--- src/rtl/awb_gain_calc.sv ---
// Auto-white-balance statistics and gain engine: accumulates unclipped per-channel
// sums over a frame, then derives red/blue gains relative to green with a serial divider.
module awb_gain_calc #(
  parameter int G_DATA_WIDTH = 8,
  parameter int G_COEF_WIDTH = 10,
  parameter int G_FRAC_WIDTH = 4,
  parameter int G_PIXELS     = 4,
  parameter int G_SUM_WIDTH  = 32
) (
  input  logic                             clk_i,
  input  logic                             rst_i,
  input  logic                             frame_start_i,
  input  logic                             frame_end_i,
  input  logic                             data_valid_i,
  input  logic [G_PIXELS*G_DATA_WIDTH-1:0] data_red_i,
  input  logic [G_PIXELS*G_DATA_WIDTH-1:0] data_green_i,
  input  logic [G_PIXELS*G_DATA_WIDTH-1:0] data_blue_i,
  output logic [G_COEF_WIDTH-1:0]          gain_red_o,
  output logic [G_COEF_WIDTH-1:0]          gain_green_o,
  output logic [G_COEF_WIDTH-1:0]          gain_blue_o,
  output logic                             gains_valid_o,
  output logic                             busy_o,
  output logic                             frame_drop_o
);

  localparam int N  = G_SUM_WIDTH + G_FRAC_WIDTH;
  localparam int CW = $clog2(N);
  localparam logic [G_COEF_WIDTH-1:0] UNITY = G_COEF_WIDTH'(1) << G_FRAC_WIDTH;
  localparam logic [CW-1:0]           LAST  = CW'(N - 1);

  typedef enum logic [1:0] {IDLE, DIV_R, DIV_B, UPDATE} state_t;

  state_t                  state_q, state_d;
  logic [G_SUM_WIDTH-1:0]  acc_r_q, acc_r_d, acc_g_q, acc_g_d, acc_b_q, acc_b_d;
  logic [G_SUM_WIDTH-1:0]  snap_r_q, snap_r_d, snap_g_q, snap_g_d, snap_b_q, snap_b_d;
  logic [G_SUM_WIDTH-1:0]  rem_q, rem_d;
  logic [N-1:0]            quo_q, quo_d;
  logic [CW-1:0]           cnt_q, cnt_d;
  logic [G_COEF_WIDTH-1:0] res_r_q, res_r_d, res_b_q, res_b_d;
  logic [G_COEF_WIDTH-1:0] gain_r_q, gain_r_d, gain_b_q, gain_b_d;
  logic                    valid_q, valid_d, busy_q, busy_d, drop_q, drop_d;

  logic [G_DATA_WIDTH-1:0] lane_r, lane_g, lane_b;
  logic [G_SUM_WIDTH:0]    beat_r, beat_g, beat_b;
  logic [G_SUM_WIDTH-1:0]  base_r, base_g, base_b;
  logic [G_SUM_WIDTH:0]    sum_r, sum_g, sum_b;
  logic [G_SUM_WIDTH-1:0]  divisor;
  logic [G_SUM_WIDTH:0]    rem_shift;
  logic [G_SUM_WIDTH-1:0]  rem_sub;
  logic                    q_bit;
  logic [N-1:0]            quo_next;
  logic [G_COEF_WIDTH-1:0] div_gain;

  always_comb begin
    lane_r = '0;
    lane_g = '0;
    lane_b = '0;
    beat_r = '0;
    beat_g = '0;
    beat_b = '0;
    for (int unsigned k = 0; k < G_PIXELS; k++) begin
      lane_r = data_red_i[k*G_DATA_WIDTH +: G_DATA_WIDTH];
      lane_g = data_green_i[k*G_DATA_WIDTH +: G_DATA_WIDTH];
      lane_b = data_blue_i[k*G_DATA_WIDTH +: G_DATA_WIDTH];
      if (!((lane_r == '1) || (lane_g == '1) || (lane_b == '1))) begin
        beat_r = beat_r + (G_SUM_WIDTH+1)'(lane_r);
        beat_g = beat_g + (G_SUM_WIDTH+1)'(lane_g);
        beat_b = beat_b + (G_SUM_WIDTH+1)'(lane_b);
      end
    end
    // Clear happens before the add so a beat coinciding with start/end opens the new frame.
    if (frame_start_i || frame_end_i) begin
      base_r = '0;
      base_g = '0;
      base_b = '0;
    end else begin
      base_r = acc_r_q;
      base_g = acc_g_q;
      base_b = acc_b_q;
    end
    sum_r = {1'b0, base_r} + (data_valid_i ? beat_r : '0);
    sum_g = {1'b0, base_g} + (data_valid_i ? beat_g : '0);
    sum_b = {1'b0, base_b} + (data_valid_i ? beat_b : '0);
    acc_r_d = sum_r[G_SUM_WIDTH] ? '1 : sum_r[G_SUM_WIDTH-1:0];
    acc_g_d = sum_g[G_SUM_WIDTH] ? '1 : sum_g[G_SUM_WIDTH-1:0];
    acc_b_d = sum_b[G_SUM_WIDTH] ? '1 : sum_b[G_SUM_WIDTH-1:0];
  end

  always_comb begin
    state_d  = state_q;
    snap_r_d = snap_r_q;
    snap_g_d = snap_g_q;
    snap_b_d = snap_b_q;
    rem_d    = rem_q;
    quo_d    = quo_q;
    cnt_d    = cnt_q;
    res_r_d  = res_r_q;
    res_b_d  = res_b_q;
    gain_r_d = gain_r_q;
    gain_b_d = gain_b_q;
    busy_d   = busy_q;
    valid_d  = 1'b0;
    drop_d   = frame_end_i && (state_q != IDLE);

    // Restoring divide step: remainder always stays below the divisor, so it fits SUM bits.
    divisor   = (state_q == DIV_B) ? snap_b_q : snap_r_q;
    rem_shift = {rem_q, quo_q[N-1]};
    q_bit     = rem_shift >= {1'b0, divisor};
    rem_sub   = rem_shift[G_SUM_WIDTH-1:0] - divisor;
    quo_next  = {quo_q[N-2:0], q_bit};
    if ((divisor == '0) || ((quo_next >> G_COEF_WIDTH) != '0)) begin
      div_gain = '1;
    end else begin
      div_gain = quo_next[G_COEF_WIDTH-1:0];
    end

    case (state_q)
      IDLE: begin
        if (frame_end_i) begin
          snap_r_d = acc_r_q;
          snap_g_d = acc_g_q;
          snap_b_d = acc_b_q;
          if (acc_g_q != '0) begin
            state_d = DIV_R;
            busy_d  = 1'b1;
            quo_d   = {acc_g_q, {G_FRAC_WIDTH{1'b0}}};
            rem_d   = '0;
            cnt_d   = '0;
          end
        end
      end
      DIV_R, DIV_B: begin
        rem_d = q_bit ? rem_sub : rem_shift[G_SUM_WIDTH-1:0];
        quo_d = quo_next;
        cnt_d = cnt_q + 1'b1;
        if (cnt_q == LAST) begin
          cnt_d = '0;
          rem_d = '0;
          if (state_q == DIV_R) begin
            res_r_d = div_gain;
            quo_d   = {snap_g_q, {G_FRAC_WIDTH{1'b0}}};
            state_d = DIV_B;
          end else begin
            res_b_d = div_gain;
            state_d = UPDATE;
          end
        end
      end
      UPDATE: begin
        gain_r_d = res_r_q;
        gain_b_d = res_b_q;
        valid_d  = 1'b1;
        busy_d   = 1'b0;
        state_d  = IDLE;
      end
      default: state_d = IDLE;
    endcase
  end

  always_ff @(posedge clk_i) begin
    if (rst_i) begin
      state_q  <= IDLE;
      acc_r_q  <= '0;
      acc_g_q  <= '0;
      acc_b_q  <= '0;
      snap_r_q <= '0;
      snap_g_q <= '0;
      snap_b_q <= '0;
      rem_q    <= '0;
      quo_q    <= '0;
      cnt_q    <= '0;
      res_r_q  <= UNITY;
      res_b_q  <= UNITY;
      gain_r_q <= UNITY;
      gain_b_q <= UNITY;
      valid_q  <= 1'b0;
      busy_q   <= 1'b0;
      drop_q   <= 1'b0;
    end else begin
      state_q  <= state_d;
      acc_r_q  <= acc_r_d;
      acc_g_q  <= acc_g_d;
      acc_b_q  <= acc_b_d;
      snap_r_q <= snap_r_d;
      snap_g_q <= snap_g_d;
      snap_b_q <= snap_b_d;
      rem_q    <= rem_d;
      quo_q    <= quo_d;
      cnt_q    <= cnt_d;
      res_r_q  <= res_r_d;
      res_b_q  <= res_b_d;
      gain_r_q <= gain_r_d;
      gain_b_q <= gain_b_d;
      valid_q  <= valid_d;
      busy_q   <= busy_d;
      drop_q   <= drop_d;
    end
  end

  assign gain_red_o    = gain_r_q;
  assign gain_green_o  = UNITY;
  assign gain_blue_o   = gain_b_q;
  assign gains_valid_o = valid_q;
  assign busy_o        = busy_q;
  assign frame_drop_o  = drop_q;

endmodule

--- config.mk ---
export PLATFORM = sky130hd
export DESIGN_NAME = awb_gain_calc
export DESIGN_NICKNAME = d
export VERILOG_FILES = /design/src/rtl/awb_gain_calc.sv
export SDC_FILE = /design/constraint.sdc
export NUM_CORES = 1
export LEC_CHECK = 0
export BUFFER_PORTS_ARGS = -buffer_cell sky130_fd_sc_hd__buf_4
export CAP_MARGIN = 20
export CORE_AREA = 2 2 195 197
export DETAILED_ROUTE_END_ITERATION = 10
export DIE_AREA = 0 0 197 199
export GPL_TIMING_DRIVEN = 0
export PLACE_DENSITY = 0.8
export REMOVE_ABC_BUFFERS = 1
export SYNTH_ARGS = -nofsm -noshare
export SYNTH_HDL_FRONTEND = slang
export SYNTH_SLANG_ARGS = --single-unit
--- constraint.sdc ---
create_clock -name clk_i -period 8.4 [get_ports clk_i]
set_clock_uncertainty 0.2 [all_clocks]
set_input_delay 1.26 -clock clk_i [delete_from_list [all_inputs] [get_ports clk_i]]
set_output_delay 1.26 -clock clk_i [all_outputs]
set_load 0.02 [all_outputs]
==> results_dict.tcl <==
set metrics [dict create \
    synth_area_leaders "dfxtp_1, ha_1, nand2_1, a21oi_1, nor2_1" \
    setup_violations 0 \
    p_leak_nw 9.010 \
    drv_slew 0 \
    drt_wl_total_um 54640 \
    cp_data_required_time_ns 8.62 \
    initial_core_util_pct 55.04 \
    grt_pass1_wl_um 89020 \
    min_period_ns 7.909 \
    nFillCells 3190 \
    io_pins 134 \
    power.switching_mw 3.132 \
    avgSynthCellArea_um2 7.713 \
    cts_sinks 311 \
    slew_headroom_pct 26.66 \
    htree_levels 1 \
    netSwitchingFraction_pct 42.89 \
    cp_max_fo 13 \
    internal_power_mw 4.170 \
    netlist_area_um2 20440 \
    detail_route.first_pass.iterations 6 \
    yosysTopAreaCell "dfxtp_1" \
    start_kind "primary input" \
    hp-class "reg -> reg" \
    drv_cap 0 \
    synth_cell_types 86 \
    path_clk_slew_ns 0.06 \
    cts_tree "built" \
    ys_ff_latch 311 \
    fin_tns_setup_ns 0 \
    critPathSlowestCell "ha_1" \
    antennaDiodeCount 0 \
    pwr-share-seq_pct 23.8 \
    cts-root-buf "clkbuf_16" \
    clock.fmax_mhz 126.4 \
    post_synth_most_frequent_cells "nand2_1, dfxtp_1, a21oi_1, nor2_1, ha_1" \
    cts-hold-fix-buffers 0 \
    tightest_slew_ns 1.099 \
    ys_warn_count 0 \
    area_delta_synth_final_pct 12.70 \
    port-buffer-count 123 \
    hold_violations 0 \
    placement_rows 71 \
    die_h_um 199 \
    numCtsBuffers 30 \
    yosysMostFrequentCell "nand2_1" \
    reg2regPathDepth 13 \
    worstSetupPathType "in -> reg" \
    clk_latency_ns 0.56 \
    drcViolationCount 0 \
    finalNetCount 2940 \
    outcome "completed" \
    final_layout_size_suffix_gt1_share_pct 10.13 \
    core-area_um2 37130 \
    routedWlPerCell_um 17.14 \
    rsz0062_at_grt "false" \
    overflow 0 \
    synth_edf_count 0 \
    vias 19428 \
    hpwl_um 40000 \
    ys.flop_type "dfxtp_1" \
    cts.path.max_buffers 3 \
    yosysTopAreaCellShare_pct 30.46 \
    p_clk_share_pct 18.8 \
    end_kind "register" \
    pwr-share-comb_pct 57.4 \
    crit_arrival_ns 8.13 \
    viasPerCell 6.094 \
    first_iter_violations 1440 \
    dieArea_um2 39200 \
    grt_pass1_vias 18543 \
    dp.cells 3118 \
    holdPathStages 2 \
    antenna_found_initial 0 \
    fin_crit_sh_pct 94.16 \
    slowest_delay_ns 0.37 \
    final_antenna_net_count 0 \
    die_w_um 197 \
    peakVddDrop_v 0.0005080 \
    power_density_nw_per_um2 317.0 \
    finalNonFillerCells 3188 \
    grt_usage_pct 27.06 \
    yosysSeqAreaShare_pct 30.46 \
    syn-instance-count 2650 \
    grt_start_max_net_pins 132 \
    ys_async_sr_fraction_pct 0 \
    gp_congestion 0.9239 \
]
==> power by group through the flow <==
stage	clock [mW]	sequential [mW]	combinational (mW)
finish	1.37	1.74	4.19
global placement	0	1.73	3.08
CTS	1.38	1.74	4.13
detailed placement	0	1.77	4.10
floorplan	0	1.70	2.58
global route	1.45	1.76	4.62
==> state kept, by name, summed over array words and instances, names as in the netlist, 32 cells and up <==
register  count
acc_b_q      32
acc_g_q      32
acc_r_q      32
quo_q        36
rem_q        32
snap_b_q     32
snap_g_q     32
snap_r_q     32
==> stage by stage <==
| stage | power (mW) | area (um2) | hold WS (ns) | worst slack [ns] | utilization (%) |
|---|---|---|---|---|---|
| floorplan | 4.280 | 19820 | 0.2212 | -0.4433 | - |
| global placement | 4.807 | 21330 | 0.2385 | -2.669 | 57.45 |
| detailed placement | 5.871 | 21760 | 0.2386 | -1.591 | 58.59 |
| CTS | 7.255 | 22860 | 0.2483 | 0.02531 | 61.55 |
| global route | 7.820 | 23030 | 0.2626 | 0.002343 | 62.03 |
| finish | 7.302 | 23030 | 0.2474 | 0.4909 | 62.03 |
==> metal layers <==
layer  vias to the layer above  part of all wire (%)  GRT usage [%]
li1                       9460                     -              -
met2                       658                    48          47.25
met4                         0                   3.3          9.969
met1                      9192                    43          34.49
met3                       118                   5.9          2.967
met5                         -                     0              0
==> final cells by class <==
class / instances / area, um2 / share of cell area, %
tap: 474 / 593.1 / 2.575
clock inverter: 18 / 156.4 / 0.6790
multi-input combinational: 2110 / 13490 / 58.55
sequential: 311 / 6226 / 27.03
inverter: 81 / 304.0 / 1.320
clock buffer: 38 / 852.1 / 3.699
timing repair buffer: 156 / 1415 / 6.143
==> critical path: cells and delay by family <==
family / cells / cell delay, ns
compound gates: 14 / 2.78
xor+xnor: 4 / 0.63
fa+ha+maj: 4 / 1.35
buf+inv: 3 / 0.30
simple gates: 11 / 1.79
==> kinds of logic after synthesis <==
group | synth area share (%)
and+or+nand+nor | 22.94
AOI/OAI and AO/OA | 21.54
DFF | 30.46
buffers and inverters | 4.683
xor gates and xnor gates | 6.514
adders and majority gates | 9.599
muxes | 4.218
other | 0.03674
==> what timing repair did <==
action	4_1_cts	5_1_grt
endpoints found under the hold margin	0	0
pin swaps	2	6
gates resized for setup	14	17
cloned	1	0
endpoints found under the setup margin	75	93
setup buffers	1	11
==> cells in the final DEF (no fill, tap or decap), types with 15 or more instances in the layout <==
cell type,synthesis,layout
nand2b_1,27,27
a21o_1,30,29
nand3_1,75,74
nor3_1,40,33
mux2_2,17,17
nand2_1,372,370
a22oi_1,19,19
and3_1,21,21
nor2b_1,27,27
a21oi_1,271,271
buf_4,12,134
xor2_1,80,80
dfxtp_1,311,311
clkbuf_16,0,31
a211oi_1,39,38
mux2i_1,67,67
nor4_1,22,22
o21ai_0,135,132
ha_1,136,135
a31oi_1,18,15
and2_1,62,61
inv_1,80,80
nand4_1,51,51
xnor2_1,72,72
nor2_1,266,260
o21a_1,23,23
a311oi_1,29,29
==> worst paths after layout <==
kind	start	end	slack [ns]
worst max-delay path	data_red_i[6]	acc_r_q[28]$_SDFF_PP0_	0.49
worst min-delay path	acc_r_q[2]$_SDFF_PP0_	snap_r_q[2]$_SDFFE_PP0P_	0.25
worst max register to register	state_q[1]$_SDFFE_PP0P_	rem_q[24]$_SDFFE_PP0P_	3.46
worst min register to register	acc_r_q[2]$_SDFF_PP0_	snap_r_q[2]$_SDFFE_PP0P_	0.25
No activity file was read; power rests on OpenSTA's default activity.
